--- config.mk ---
export PLATFORM = sky130hd
export DESIGN_NAME = fifo_rd_streamer
export DESIGN_NICKNAME = d
export VERILOG_FILES = /design/src/rtl/fifo_rd_streamer.sv
export SDC_FILE = /design/constraint.sdc
export NUM_CORES = 1
export LEC_CHECK = 0
export BUFFER_PORTS_ARGS = -buffer_cell sky130_fd_sc_hd__buf_2
export CAP_MARGIN = 20
export CORE_ASPECT_RATIO = 1.5
export CORE_MARGIN = 2
export CORE_UTILIZATION = 46
export CTS_CLUSTER_DIAMETER = 60
export CTS_CLUSTER_SIZE = 28
export DETAILED_ROUTE_END_ITERATION = 16
export HOLD_SLACK_MARGIN = 0.1
export PLACE_DENSITY = 0.82
export REMOVE_ABC_BUFFERS = 1
export SETUP_SLACK_MARGIN = 0.5
export SYNTH_ARGS = -nofsm -noshare
export SYNTH_HDL_FRONTEND = slang
export SYNTH_SLANG_ARGS = --single-unit
--- constraint.sdc ---
create_clock -name rclk -period 2.04 [get_ports rclk]
set_clock_uncertainty 0.15 [all_clocks]
set_input_delay 0.204 -clock rclk [delete_from_list [all_inputs] [get_ports rclk]]
set_output_delay 0.204 -clock rclk [all_outputs]
set_load 0.02 [all_outputs]
--- src/rtl/fifo_rd_streamer.sv ---
// Read-side drain for an async FIFO: registered read strobe, one-word read latency,
// and a 2-entry skid buffer that presents a valid/ready output stream.
module fifo_rd_streamer #(
  parameter int DSIZE  = 8,
  parameter int CWIDTH = 16
) (
  input  logic              rclk,
  input  logic              rrst,
  input  logic              en,
  input  logic              rempty,
  input  logic [DSIZE-1:0]  rdata,
  output logic              rinc,
  output logic              m_valid,
  output logic [DSIZE-1:0]  m_data,
  input  logic              m_ready,
  output logic [CWIDTH-1:0] xfer_cnt,
  output logic              busy
);

  logic [1:0]        occ_q, occ_d;
  logic              infl_q, infl_d;
  logic              rinc_q, rinc_d;
  logic [DSIZE-1:0]  head_q, head_d;
  logic [DSIZE-1:0]  tail_q, tail_d;
  logic [CWIDTH-1:0] cnt_q, cnt_d;
  logic              push, pop;

  // The strobe decision is registered; masking with the live empty flag keeps a
  // FIFO that just went empty from being popped, and the masked strobe is what
  // becomes the in-flight word.
  assign rinc     = rinc_q && !rempty;
  assign push     = infl_q;
  assign pop      = (occ_q != 2'd0) && m_ready;
  assign m_valid  = (occ_q != 2'd0);
  assign m_data   = head_q;
  assign xfer_cnt = cnt_q;
  assign busy     = (occ_q != 2'd0) || infl_q;

  always_comb begin
    occ_d  = occ_q;
    head_d = head_q;
    tail_d = tail_q;
    case ({push, pop})
      2'b10: begin
        occ_d = occ_q + 2'd1;
        if (occ_q == 2'd0) head_d = rdata;
        else               tail_d = rdata;
      end
      2'b01: begin
        occ_d  = occ_q - 2'd1;
        head_d = tail_q;
      end
      2'b11: begin
        if (occ_q == 2'd1) begin
          head_d = rdata;
        end else begin
          head_d = tail_q;
          tail_d = rdata;
        end
      end
      default: ;
    endcase
    infl_d = rinc;
    rinc_d = en && !rempty && (({1'b0, occ_d} + {2'b00, infl_d}) < 3'd2);
    cnt_d  = cnt_q + {{(CWIDTH-1){1'b0}}, pop};
  end

  always_ff @(posedge rclk) begin
    if (rrst) begin
      occ_q  <= '0;
      infl_q <= 1'b0;
      rinc_q <= 1'b0;
      head_q <= '0;
      tail_q <= '0;
      cnt_q  <= '0;
    end else begin
      occ_q  <= occ_d;
      infl_q <= infl_d;
      rinc_q <= rinc_d;
      head_q <= head_d;
      tail_q <= tail_d;
      cnt_q  <= cnt_d;
    end
  end

endmodule
After elaboration in Yosys (flattened, before gate mapping). Index checks and enable logic that the tools add are counted. Widths: inputs -> output; s select.

Bits in registers: 36. Bits in latches: 0. RAM bits: 0. Memory bits (read-only): 0. Logic and storage cells: 37. Memories kept: 0.

Add/sub/neg operators: 4. $mul: 0. Div/mod/pow operators: 0. $lt $le $gt $ge: 1. Equality and inequality tests: 7. Shifts and indexed selects: 0. Mux-type cells: 7. Bitwise logic cells: 0. Reductions and logical operators: 12.

Operators by type and width (number): $mux 8 (4); $pmux 8 s3 (1); $add 16x1->16 (1); $pmux 8 s2 (1); $ne 2x2->1 const B (3); $eq 2x1->1 const B (2); $eq 2x2->1 const B (2); $logic_and 1x1->1 (4); $pmux 2 s2 (1); $reduce_bool 2->1 (2); $add 2x1->3 (1); $lt 3x2->1 const B (1); $reduce_and 3->1 (1); $reduce_bool 3->1 (1); $add 2x1->2 const B (1); $logic_not 2->1 (1); $reduce_and 2->1 (1); $sub 2x1->2 const B (1); $logic_not 1->1 (1); $logic_or 1x1->1 (1).

Logic depth before layout (Yosys ltp). Gate-level depths: netlist of the first run.

Word-level depth: 7. Mapped depth: 10. Mapped depth without buffers: 10.

Worst setup path before layout of the first run. Ideal clock, no wire load.

Path type: register to register. Start point: register occ_q[0]. End point: register cnt_q[14] (netlist: xfer_cnt[14]). Setup time: 128 ps. Data arrival time: 1848 ps. Data required time: 1762 ps. Setup slack: -85 ps. Cell stages (with the launch flop): 11. Cells stage by stage: dfxtp_1 inv_1 ha_1 nand2b_2 inv_2 ha_1 ha_1 nand4_1 nor4_1 xnor2_1 nor2_1.

Cells in the longest elaborated chain, start to end: 3.

RTL lines: start, declared (RTL line 20) `logic [1:0] occ_q, occ_d;`; start signal, assigned (RTL line 70) `occ_q <= '0;`; start signal, assigned (RTL line 77) `occ_q <= occ_d;`; $reduce_bool 2->1 (RTL line 33) `assign pop = (occ_q != 2'd0) && m_ready;`; $logic_and 1x1->1 (RTL line 33); $add 16x1->16 (RTL line 65) `cnt_d = cnt_q + {{(CWIDTH-1){1'b0}}, pop};`; end signal, assigned (RTL line 82) `cnt_q <= cnt_d;`; end, declared (RTL line 25) `logic [CWIDTH-1:0] cnt_q, cnt_d;`.

No other way between the ends. A chain may end at the register's enable or synchronous reset.

Worst setup path in the final report of the first run.
Start point: register occ_q[1]. End point: register cnt_q[14] (netlist: xfer_cnt[14]).

The elaborated chain is that of the path after synthesis.

==> summary.txt, run 1 <==
Outcome
  • Outcome: complete, no violations

STA
  • Worst-margin pin slew: 398 ps
  • Setup total negative slack: 0 ps
  • Final Hold Vio Count: 0
  • Max-slew headroom: 0.735
  • Tmin final: 1870 ps
  • Peak Freq: 0.534 GHz
  • Final period util: 0.919
  • Final number of max-transition violations: 0
  • RSZ-0062 raised after global routing: yes
  • Finish-stage setup viols: 0
  • WHS: 153 ps

Drt
  • Starting DRT DRC Count: 23
  • Pre-antenna DRT Iters: 4
  • Total routed wirelength: 4060 um
  • Antenna violation net count after detailed routing: 0
  • DR WL/cell: 14.3 um
  • Drt via density: 5.32
  • Vias: 1505
  • DR DRC count: 0

Worst setup path
  • CP max-delay cell: dfxtp_2
  • WS Path Type: reg -> reg
  • Worst path most repeated cell: ha_4
  • CP Cell Sequence: inv_2 -> ha_4 -> nand2b_4 -> inv_4 -> ha_4 -> ha_4 -> nand4_1 -> nor4_2 -> xnor2_1 -> nor2_1
  • Worst setup SP type: register
  • Crit path required time: 2060 ps
  • Nature of the critical path endpoint: register
  • CP max stage delay: 340 ps
  • CP Max Fanout: 4
  • WP data arrival: 1900 ps

Global route
  • Total track usage: 0.219
  • Initial antenna violation count: 0
  • First-pass GRT wire length: 6290 um
  • Largest net degree at the start of global routing: 23
  • Number of global-route vias before repair: 1373
  • Gr ovfl total: 0

Logic synthesis
  • Syn Inst Count: 174
  • Mean area per synthesized cell: 8.99 um^2
  • Synth unique cells: 28
  • Post-synth EDFFs: 0
  • Ys flop type: dfxtp_1
  • Mapped Area: 1560 um^2
  • Total number of yosys warnings: 0
  • Synth async-reset ratio: 0
  • Seq/Total Area, Yosys: 0.461
  • #FFs+latches synth: 36

Layout
  • Cell area after layout: 2350 um^2
  • Area Overhead vs Synth: 50.5%
  • Layout cell share with drive strength beyond 1: 0.395
  • ANT cells: 0
  • # fillers: 247
  • Nets: 259

Pwr
  • Pwr/cell area: 977 nW/um^2
  • Peak VDD IR: 1.12 mV
  • Leak: 0.982 nW
  • Pwr Total: 2.30 mW

Die
  • Full die area: 3890 um^2
  • Placement Rows: 25
  • Overall die width: 51.6 um
  • # IOs: 40
  • Chip height: 75.4 um
  • Initial Utilization: 0.490
  • Core box area: 3190 um^2

CTS
  • Max H-tree Level: 2
  • Clock latency at the later pin of the worst-skew pair: 290 ps
  • Max Buffers Root-to-Sink: 2
  • CTS tree: yes
  • Clk slew on worst S/H paths: 70 ps
  • Sink Count: 36
  • Root buffer cell: clkbuf_8
  • TritonCTS Buffers: 5

Placement
  • Detail Placement HPWL: 2300 um
  • Area post-placement: 1840 um^2
  • PortBufs: 39
  • Placer Congestion: 0.789

Job
  • Max-Cap Viols: 0

Min path
  • Min-delay worst type: in -> reg
==> synthesized netlist by cell type, drive strengths merged, types with 5 or more instances <==
cell,instances,share of area
dfxtp,36,0.46
nor2,31,0.074
nand2,23,0.055
a311oi,8,0.045
mux2i,8,0.051
nand4,8,0.032
xor2,8,0.045
xnor2,7,0.039
inv,6,0.014
clkbuf,5,0.012
nand3,5,0.016
nor2b,5,0.020
==> layout make-up <==
type	instances	area [um^2]	share of cell area
clock buffer	6	72.6	0.0308
clock inverter	2	35.0	0.0149
inverter	6	27.5	0.0117
multi-input combinational	126	967	0.411
sequential	36	723	0.307
tap	40	50.0	0.0213
timing repair buffer	67	478	0.203
==> worst max-delay path: cells and delay by family (launching register included) <==
family / cells / cell delay, ps
xor gates and xnor gates: 1 / 160
adders and majority gates: 3 / 450
buffers and inverters: 2 / 110
DFF: 1 / 340
and+or+nand+nor: 4 / 560
==> flip-flops by register name, indices dropped and copies added (netlist names) <==
register  flops
xfer_cnt     16
m_data        8
tail_q        8
occ_q         2
infl_q        1
rinc_q        1
==> placed cells by master (no fill, tap or decap), types with 2 or more instances in the layout <==
| cell | synthesis | routed |
|---|---|---|
| nand3_1 | 5 | 3 |
| dfxtp_1 | 36 | 34 |
| nand3_2 | 0 | 2 |
| dlygate4sd3_1 | 0 | 10 |
| mux2i_1 | 8 | 8 |
| xnor2_1 | 7 | 4 |
| buf_6 | 0 | 8 |
| nor4_2 | 0 | 3 |
| inv_4 | 0 | 2 |
| and4_1 | 2 | 2 |
| nand4_1 | 8 | 8 |
| clkbuf_8 | 0 | 5 |
| ha_4 | 0 | 4 |
| xnor2_2 | 0 | 2 |
| a311oi_1 | 8 | 7 |
| nor2_1 | 31 | 31 |
| nand2_1 | 23 | 18 |
| xor2_1 | 8 | 8 |
| and3_1 | 3 | 2 |
| nor2b_1 | 5 | 5 |
| buf_2 | 0 | 37 |
| dfxtp_2 | 0 | 2 |
| nand2_2 | 0 | 4 |
| buf_4 | 1 | 11 |
| inv_2 | 2 | 3 |
==> routing by layer <==
metal  vias up  GRT usage  routed length (um)
met5         -          0                   0
met4         0     0.0789                  87
met3        14     0.0529                 169
met2        42      0.416                2180
met1       715      0.231                1630
li1        734          -                   -
==> cells by family (layout without fill, tap and decap cells) <==
group	after synthesis	after routing	synth area share
XOR/XNOR	15	15	0.0840
adder cells (fa/ha/maj)	4	4	0.0320
AO/OA/AOI/OAI	14	14	0.0864
AND/OR/NAND/NOR	85	85	0.254
buffers and inverters	12	81	0.0312
multiplexers	8	8	0.0512
flip-flops	36	36	0.461
==> what timing repair did <==
item	CTS	global route
buffers inserted	7	4
pin swaps	17	8
gates resized for setup	37	11
hold buffers	10	0
endpoints found under the hold margin	18	0
endpoints found under the setup margin	36	35
==> path summary, 6_finish.rpt <==
path	start	endpoint	slack, ps	cells after the start
max	occ_q[1]$_SDFF_PP0_	xfer_cnt[14]$_SDFF_PP0_	170	10
max reg2reg	occ_q[1]$_SDFF_PP0_	xfer_cnt[14]$_SDFF_PP0_	170	10
min	rrst	xfer_cnt[9]$_SDFF_PP0_	150	2
min reg2reg	rinc_q$_SDFF_PP0_	rinc_q$_SDFF_PP0_	310	1
==> metrics by stage <==
stage	utilization	instances	worst slack, ps
final	0.738	283	166
after global routing	0.738	283	149
after CTS	0.713	279	253
after detailed placement	0.575	254	-61.0
after global placement	0.575	254	64.9
after floorplan	-	168	-72.6
==> where the power goes <==
| part | internal [mW] | switching, mW | leakage (nW) |
|---|---|---|---|
| clock network | 0.363 | 0.254 | 0.0552 |
| logic | 0.421 | 0.443 | 0.634 |
| registers | 0.774 | 0.0431 | 0.292 |
(Power assumes the default switching activity.)
==> run 2, diff against run 1 <==
Settings changed: ABC_AREA from default to 1, CORE_ASPECT_RATIO 1.5 to 1.4, CORE_UTILIZATION 46 to 47.
==> summary.txt, run 2 <==
STA
  • Final Hold Vio Count: 0 (unchanged)
  • Final period util: 0.882 (-0.0371)
  • Final number of max-transition violations: 0 (unchanged)
  • Max-slew headroom: 0.668 (-0.0673)
  • RSZ-0062 raised after global routing: yes
  • Tmin final: 1800 ps (-75.8 ps)
  • WHS: 132 ps (-21.1 ps)
  • Peak Freq: 0.556 GHz (+4.2%)
  • Worst-margin pin slew: 498 ps (+100 ps)
  • Setup total negative slack: 0 ps (unchanged)
  • Final worst slack: 241 ps (+75.8 ps)
  • Finish-stage setup viols: 0 (unchanged)

Placement
  • Area post-placement: 1930 um^2 (+5.3%)
  • Detail Placement HPWL: 2580 um (+12%)
  • Placer Congestion: 0.836 (+6.0%)
  • Cells after DPL: 323 (+27%)
  • Setup WS pre-CTS: -10.6 ps (+50.4 ps)
  • PortBufs: 39 (unchanged)

Worst setup path
  • WS Path Type: reg -> reg
  • Crit path required time: 2070 ps (about the same)
  • Crit. path cell count: 10 (unchanged)
  • CP Cell Sequence: inv_2 -> ha_4 -> nor2_4 -> ha_4 -> buf_4 -> nand3_4 -> nor2_4 -> nand2_1 -> o21ai_1 -> nor2_1
  • CP Max Fanout: 5 (+1)
  • Worst setup SP type: register
  • Nature of the critical path endpoint: register
  • CP max stage delay: 340 ps (about the same)
  • Worst-case reg-to-reg path depth: 10 (unchanged)
  • WP data arrival: 1830 ps (-70 ps)
  • CP delay by family, top: simple AND/OR/NAND/NOR gates
  • CP max-delay cell: dfxtp_2
  • CP bufs+invs: 2 (unchanged)

Global route
  • Total track usage: 0.220 (+0.00105)
  • Number of global-route vias before repair: 1509 (+9.9%)
  • Gr ovfl total: 0 (unchanged)
  • Initial antenna violation count: 0 (unchanged)
  • First-pass GRT wire length: 6460 um (+2.8%)
  • Largest net degree at the start of global routing: 20 (-13%)

Layout
  • Nets: 332 (+28%)
  • Max reg flops: 16 (unchanged)
  • Commonest non-fill, non-tap cells in the layout: nand2_1, buf_2, inv_1
  • Area Overhead vs Synth: 48.3%
  • Most common cell after layout, fill and taps aside: nand2_1
  • Layout cell share with drive strength beyond 1: 0.348 (-0.0470)
  • Fin util: 0.732 (-0.00554)
  • ANT cells: 0 (unchanged)
  • Cell area after layout: 2500 um^2 (+6.1%)
  • Post-route insts no fill: 356 (+26%)

Logic synthesis
  • Mapped Area: 1680 um^2 (+7.6%)
  • #FFs+latches synth: 36 (unchanged)
  • Ys flop type: dfxtp_1
  • Yosys top cell area share: 0.428 (-0.0325)
  • Synth async-reset ratio: 0 (unchanged)
  • Post-synth top cells: nand2_1, inv_1, dfxtp_1
  • Synth unique cells: 23 (-18%)
  • Post-synth EDFFs: 0 (unchanged)
  • Count leader, synth: nand2_1
  • Top cells by area, synth: dfxtp_1, nand2_1, inv_1, nand3_1, a21oi_1
  • Seq/Total Area, Yosys: 0.428 (-0.0325)
  • Total number of yosys warnings: 0 (unchanged)
  • Mean area per synthesized cell: 6.87 um^2 (-24%)
  • Syn Inst Count: 245 (+41%)
  • Leading area contributor after synthesis: dfxtp_1

Pwr
  • Peak VDD IR: 0.825 mV (-26%)
  • Pwr Total: 2.35 mW (+2.4%)
  • Leak: 1.10 nW (+12%)
  • Pwr/cell area: 943 nW/um^2 (-3.5%)

Die
  • Chip height: 74.8 um (-0.82%)
  • Core box area: 3410 um^2 (+6.9%)
  • Overall die width: 54.6 um (+5.7%)
  • # IOs: 40 (unchanged)
  • Initial Utilization: 0.494 (+0.00338)
  • Full die area: 4080 um^2 (+4.9%)
  • Placement Rows: 25 (unchanged)

CTS
  • Clock latency at the later pin of the worst-skew pair: 290 ps (about the same)
  • Sink Count: 36 (unchanged)
  • Clk slew on worst S/H paths: 70 ps (about the same)
  • CTS tree: yes
  • Max Buffers Root-to-Sink: 2 (unchanged)
  • TritonCTS Buffers: 5 (unchanged)
  • Max H-tree Level: 2 (unchanged)
  • Root buffer cell: clkbuf_8

Drt
  • DR DRC count: 0 (unchanged)
  • Drt via density: 5.05 (-5.0%)
  • Pre-antenna DRT Iters: 4 (unchanged)
  • Starting DRT DRC Count: 54 (+130%)
  • Antenna violation net count after detailed routing: 0 (unchanged)
  • DR WL/cell: 12.6 um (-12%)
  • Vias: 1799 (+20%)
  • Total routed wirelength: 4500 um (+11%)

Outcome
  • Outcome: complete, no violations

Min path
  • Min-delay worst type: in -> reg
  • Hold Path Depth: 4 (+2)

Job
  • Max-Cap Viols: 0 (unchanged)
-- run 2: metal layers --
layer	wire length (um)	track usage	vias up
met3	197	0.0556	9
met1	1790	0.245	812
li1	-	-	927
met2	2430	0.391	51
met5	0	0	-
met4	85	0.0833	0
-- run 2: power breakdown --
part / total, mW / internal (mW) / switching, mW
clock network: 0.524 / 0.275 / 0.249
logic: 1.02 / 0.446 / 0.570
registers: 0.814 / 0.771 / 0.0436
-- run 2: what timing repair did --
action,in CTS,in global routing
cloned,1,0
hold endpoints to repair,11,0
hold buffers,9,0
resized for setup,40,29
buffers inserted,7,8
pin swaps,9,18
setup endpoints to repair,35,35
-- run 2: area by class of cell --
type / instances / area, um^2
clock buffer: 8 / 90.1
fill: 265 / 913
inverter: 40 / 165
multi-input combinational: 165 / 1010
sequential: 36 / 723
tap: 40 / 50.0
timing repair buffer: 67 / 459
-- run 2: logic make-up after synthesis --
kind of cell / synth area share
flip-flops: 0.428
AND/OR/NAND/NOR: 0.297
buffers and inverters: 0.104
AO/OA/AOI/OAI: 0.130
adder cells (fa/ha/maj): 0.0297
XOR/XNOR: 0.0104
-- run 2: worst min-delay path: stages --
cell and delay [ps]:
buf_2 90, nor3b_1 130, nand3_1 70, nor2_1 40
-- run 2: path summary, 6_finish.rpt --
kind,slack (ps),end,start
setup reg to reg,240,xfer_cnt[11]$_SDFF_PP0_,occ_q[1]$_SDFF_PP0_
setup / recovery,240,xfer_cnt[11]$_SDFF_PP0_,occ_q[1]$_SDFF_PP0_
hold / removal,130,rinc_q$_SDFF_PP0_,en
hold reg to reg,310,tail_q[5]$_SDFFE_PP0P_,tail_q[5]$_SDFFE_PP0P_
==> run 3, diff against run 2 <==
Settings changed: CORE_MARGIN 2 to default.
==> summary.txt, run 3 (synthesized netlist as in run 2, its figures left out) <==
Outcome
  • Outcome: complete, no violations

Die
  • Full die area: 3830 um^2 (-6.2%)
  • # IOs: 40 (unchanged)
  • Placement Rows: 25 (unchanged)
  • Core box area: 3410 um^2 (unchanged)
  • Overall die width: 52.6 um (-3.7%)
  • Chip height: 72.8 um (-2.7%)
  • Initial Utilization: 0.494 (unchanged)

Layout
  • Register area: 724 um^2 (+0.17%)
  • Max reg flops: 16 (unchanged)
  • Fin util: 0.770 (+0.0378)
  • Commonest non-fill, non-tap cells in the layout: nand2_1, buf_2, inv_1
  • Most common cell after layout, fill and taps aside: nand2_1
  • ANT cells: 0 (unchanged)
  • Area Overhead vs Synth: 56.0%
  • Area of the multi-input gates: 1090 um^2 (+8.4%)
  • Cell area after layout: 2630 um^2 (+5.2%)
  • Nets: 336 (+1.2%)
  • # fillers: 232 (-12%)
  • Layout cell share with drive strength beyond 1: 0.386 (+0.0375)

Worst setup path
  • Reg2reg start: occ_q[0]$_SDFF_PP0_
  • CP max stage delay: 350 ps (about the same)
  • CP delay by family, top: buffers and inverters
  • CP Max Fanout: 5 (unchanged)
  • R2R Path End: rinc_q$_SDFF_PP0_
  • Crit. path cell count: 13 (+3)
  • CP bufs+invs: 5 (+3)
  • Worst-case reg-to-reg path depth: 13 (+3)
  • WP data arrival: 1920 ps (+90 ps)
  • CP max-delay cell: dfxtp_2
  • Critical path endpoint: rinc_q$_SDFF_PP0_
  • CP Cell Sequence: inv_2 -> ha_4 -> nor2_4 -> buf_4 -> buf_4 -> buf_6 -> buf_8 -> nand2_8 -> nand2_4 -> nand2_2 -> nand2_2 -> nor2_2 -> nor2_1
  • Nature of the critical path endpoint: register
  • Crit path required time: 2120 ps (+50 ps)
  • Worst setup SP type: register
  • R2r setup slk: 200 ps (-40 ps)
  • Start point of the critical path: occ_q[0]$_SDFF_PP0_
  • WS Path Type: reg -> reg

STA
  • Final period util: 0.903 (+0.0213)
  • Final Hold Vio Count: 0 (unchanged)
  • Tmin final: 1840 ps (+43.5 ps)
  • Peak Freq: 0.543 GHz (-2.4%)
  • Final worst slack: 198 ps (-43.5 ps)
  • WHS: 148 ps (+15.6 ps)
  • Worst-margin pin slew: 674 ps (+176 ps)
  • Max-slew headroom: 0.550 (-0.117)
  • RSZ-0062 raised after global routing: yes
  • Final number of max-transition violations: 0 (unchanged)
  • Finish-stage setup viols: 0 (unchanged)

CTS
  • Clk slew on worst S/H paths: 70 ps (about the same)
  • Max Buffers Root-to-Sink: 2 (unchanged)
  • CTS tree: yes
  • Clock latency at the later pin of the worst-skew pair: 290 ps (about the same)
  • Max H-tree Level: 2 (unchanged)
  • TritonCTS Buffers: 5 (unchanged)
  • Sink Count: 36 (unchanged)
  • Root buffer cell: clkbuf_8

Drt
  • DR DRC count: 0 (unchanged)
  • Total routed wirelength: 5510 um (+22%)
  • Drt via density: 5.39 (+6.6%)
  • Starting DRT DRC Count: 65 (+20%)
  • DR WL/cell: 15.3 um (+21%)
  • Antenna violation net count after detailed routing: 0 (unchanged)
  • Vias: 1934 (+7.5%)
  • Pre-antenna DRT Iters: 4 (unchanged)

Job
  • Max-Cap Viols: 0 (unchanged)

Placement
  • PortBufs: 39 (unchanged)
  • Area post-placement: 1940 um^2 (+0.39%)
  • Setup WS pre-CTS: 2.71 ps (+13.3 ps)
  • Detail Placement HPWL: 2770 um (+7.3%)
  • Placer Congestion: 0.866 (+3.6%)

Global route
  • Initial antenna violation count: 0 (unchanged)
  • Number of global-route vias before repair: 1645 (+9.0%)
  • First-pass GRT wire length: 7220 um (+12%)
  • Gr ovfl total: 0 (unchanged)
  • Largest net degree at the start of global routing: 21 (+5.0%)
  • Total track usage: 0.258 (+0.0381)

Pwr
  • Peak VDD IR: 0.890 mV (+7.8%)
  • Pwr/cell area: 942 nW/um^2 (-0.12%)
  • Leak: 1.13 nW (+2.6%)
  • Pwr Total: 2.47 mW (+5.0%)

Min path
  • Min-delay worst type: in -> reg
==> run 3: cell count changes in the layout (fill, tap and decap cells not counted), sizes merged <==
cell    before  now
buf         58   61
clkbuf       8    6
clkinv       1    2
nand3       26   27
==> run 3: timing repair <==
item                       4_1_cts  5_1_grt
cloned                           1        2
buffers inserted                 9        7
hold endpoints to repair        10        0
hold buffers                     9        0
pin swaps                       11       13
setup endpoints to repair       35       35
gates resized for setup         55       45
==> run 3: layout make-up <==
type,count,share of cell area
multi-input cells,166,0.417
clock buffers,6,0.0276
clock inverters,1,0.00191
repair buffers,70,0.197
flip-flops and latches,36,0.276
inverters,40,0.0620
well taps,40,0.0191
==> run 3: per-layer routing <==
layer	track usage	part of all wire	wire length [um]
met1	0.264	0.36	1970
met2	0.464	0.56	3080
met3	0.0688	0.050	273
met4	0.132	0.034	185
met5	0	0	0
==> run 3: worst min path at each step <==
| stage | startpoint | cells after the start | end |
|---|---|---|---|
| 6_report | en | 4 | rinc_q$_SDFF_PP0_ |
| 5_1_grt | en | 4 | rinc_q$_SDFF_PP0_ |
| 4_1_cts | en | 4 | rinc_q$_SDFF_PP0_ |
| 3_5_place_dp | rempty | 2 | infl_q$_SDFF_PP0_ |
| 3_3_place_gp | rempty | 2 | infl_q$_SDFF_PP0_ |
| 2_1_floorplan | rrst | 1 | m_data[0]$_SDFFE_PP0P_ |
==> run 3: worst reg2reg max path: cells and delay by family, from the launching register on <==
kind | cells | cell delay, ps
simple gates | 7 | 560
buf+inv | 5 | 560
flops | 1 | 350
fa+ha+maj | 1 | 170
==> run 3: where the power goes <==
group / switching (mW) / internal [mW]
Sequential: 0.0451 / 0.771
Clock: 0.257 / 0.232
Combinational: 0.655 / 0.512
Total: 0.957 / 1.52
==> run 3: stage by stage <==
| stage | cells | setup TNS [ps] |
|---|---|---|
| final | 359 | 0 |
| after floorplan | 240 | -1300 |
| after global routing | 359 | 0 |
| after global placement | 324 | 0 |
| after detailed placement | 324 | 0 |
| after CTS | 350 | 0 |
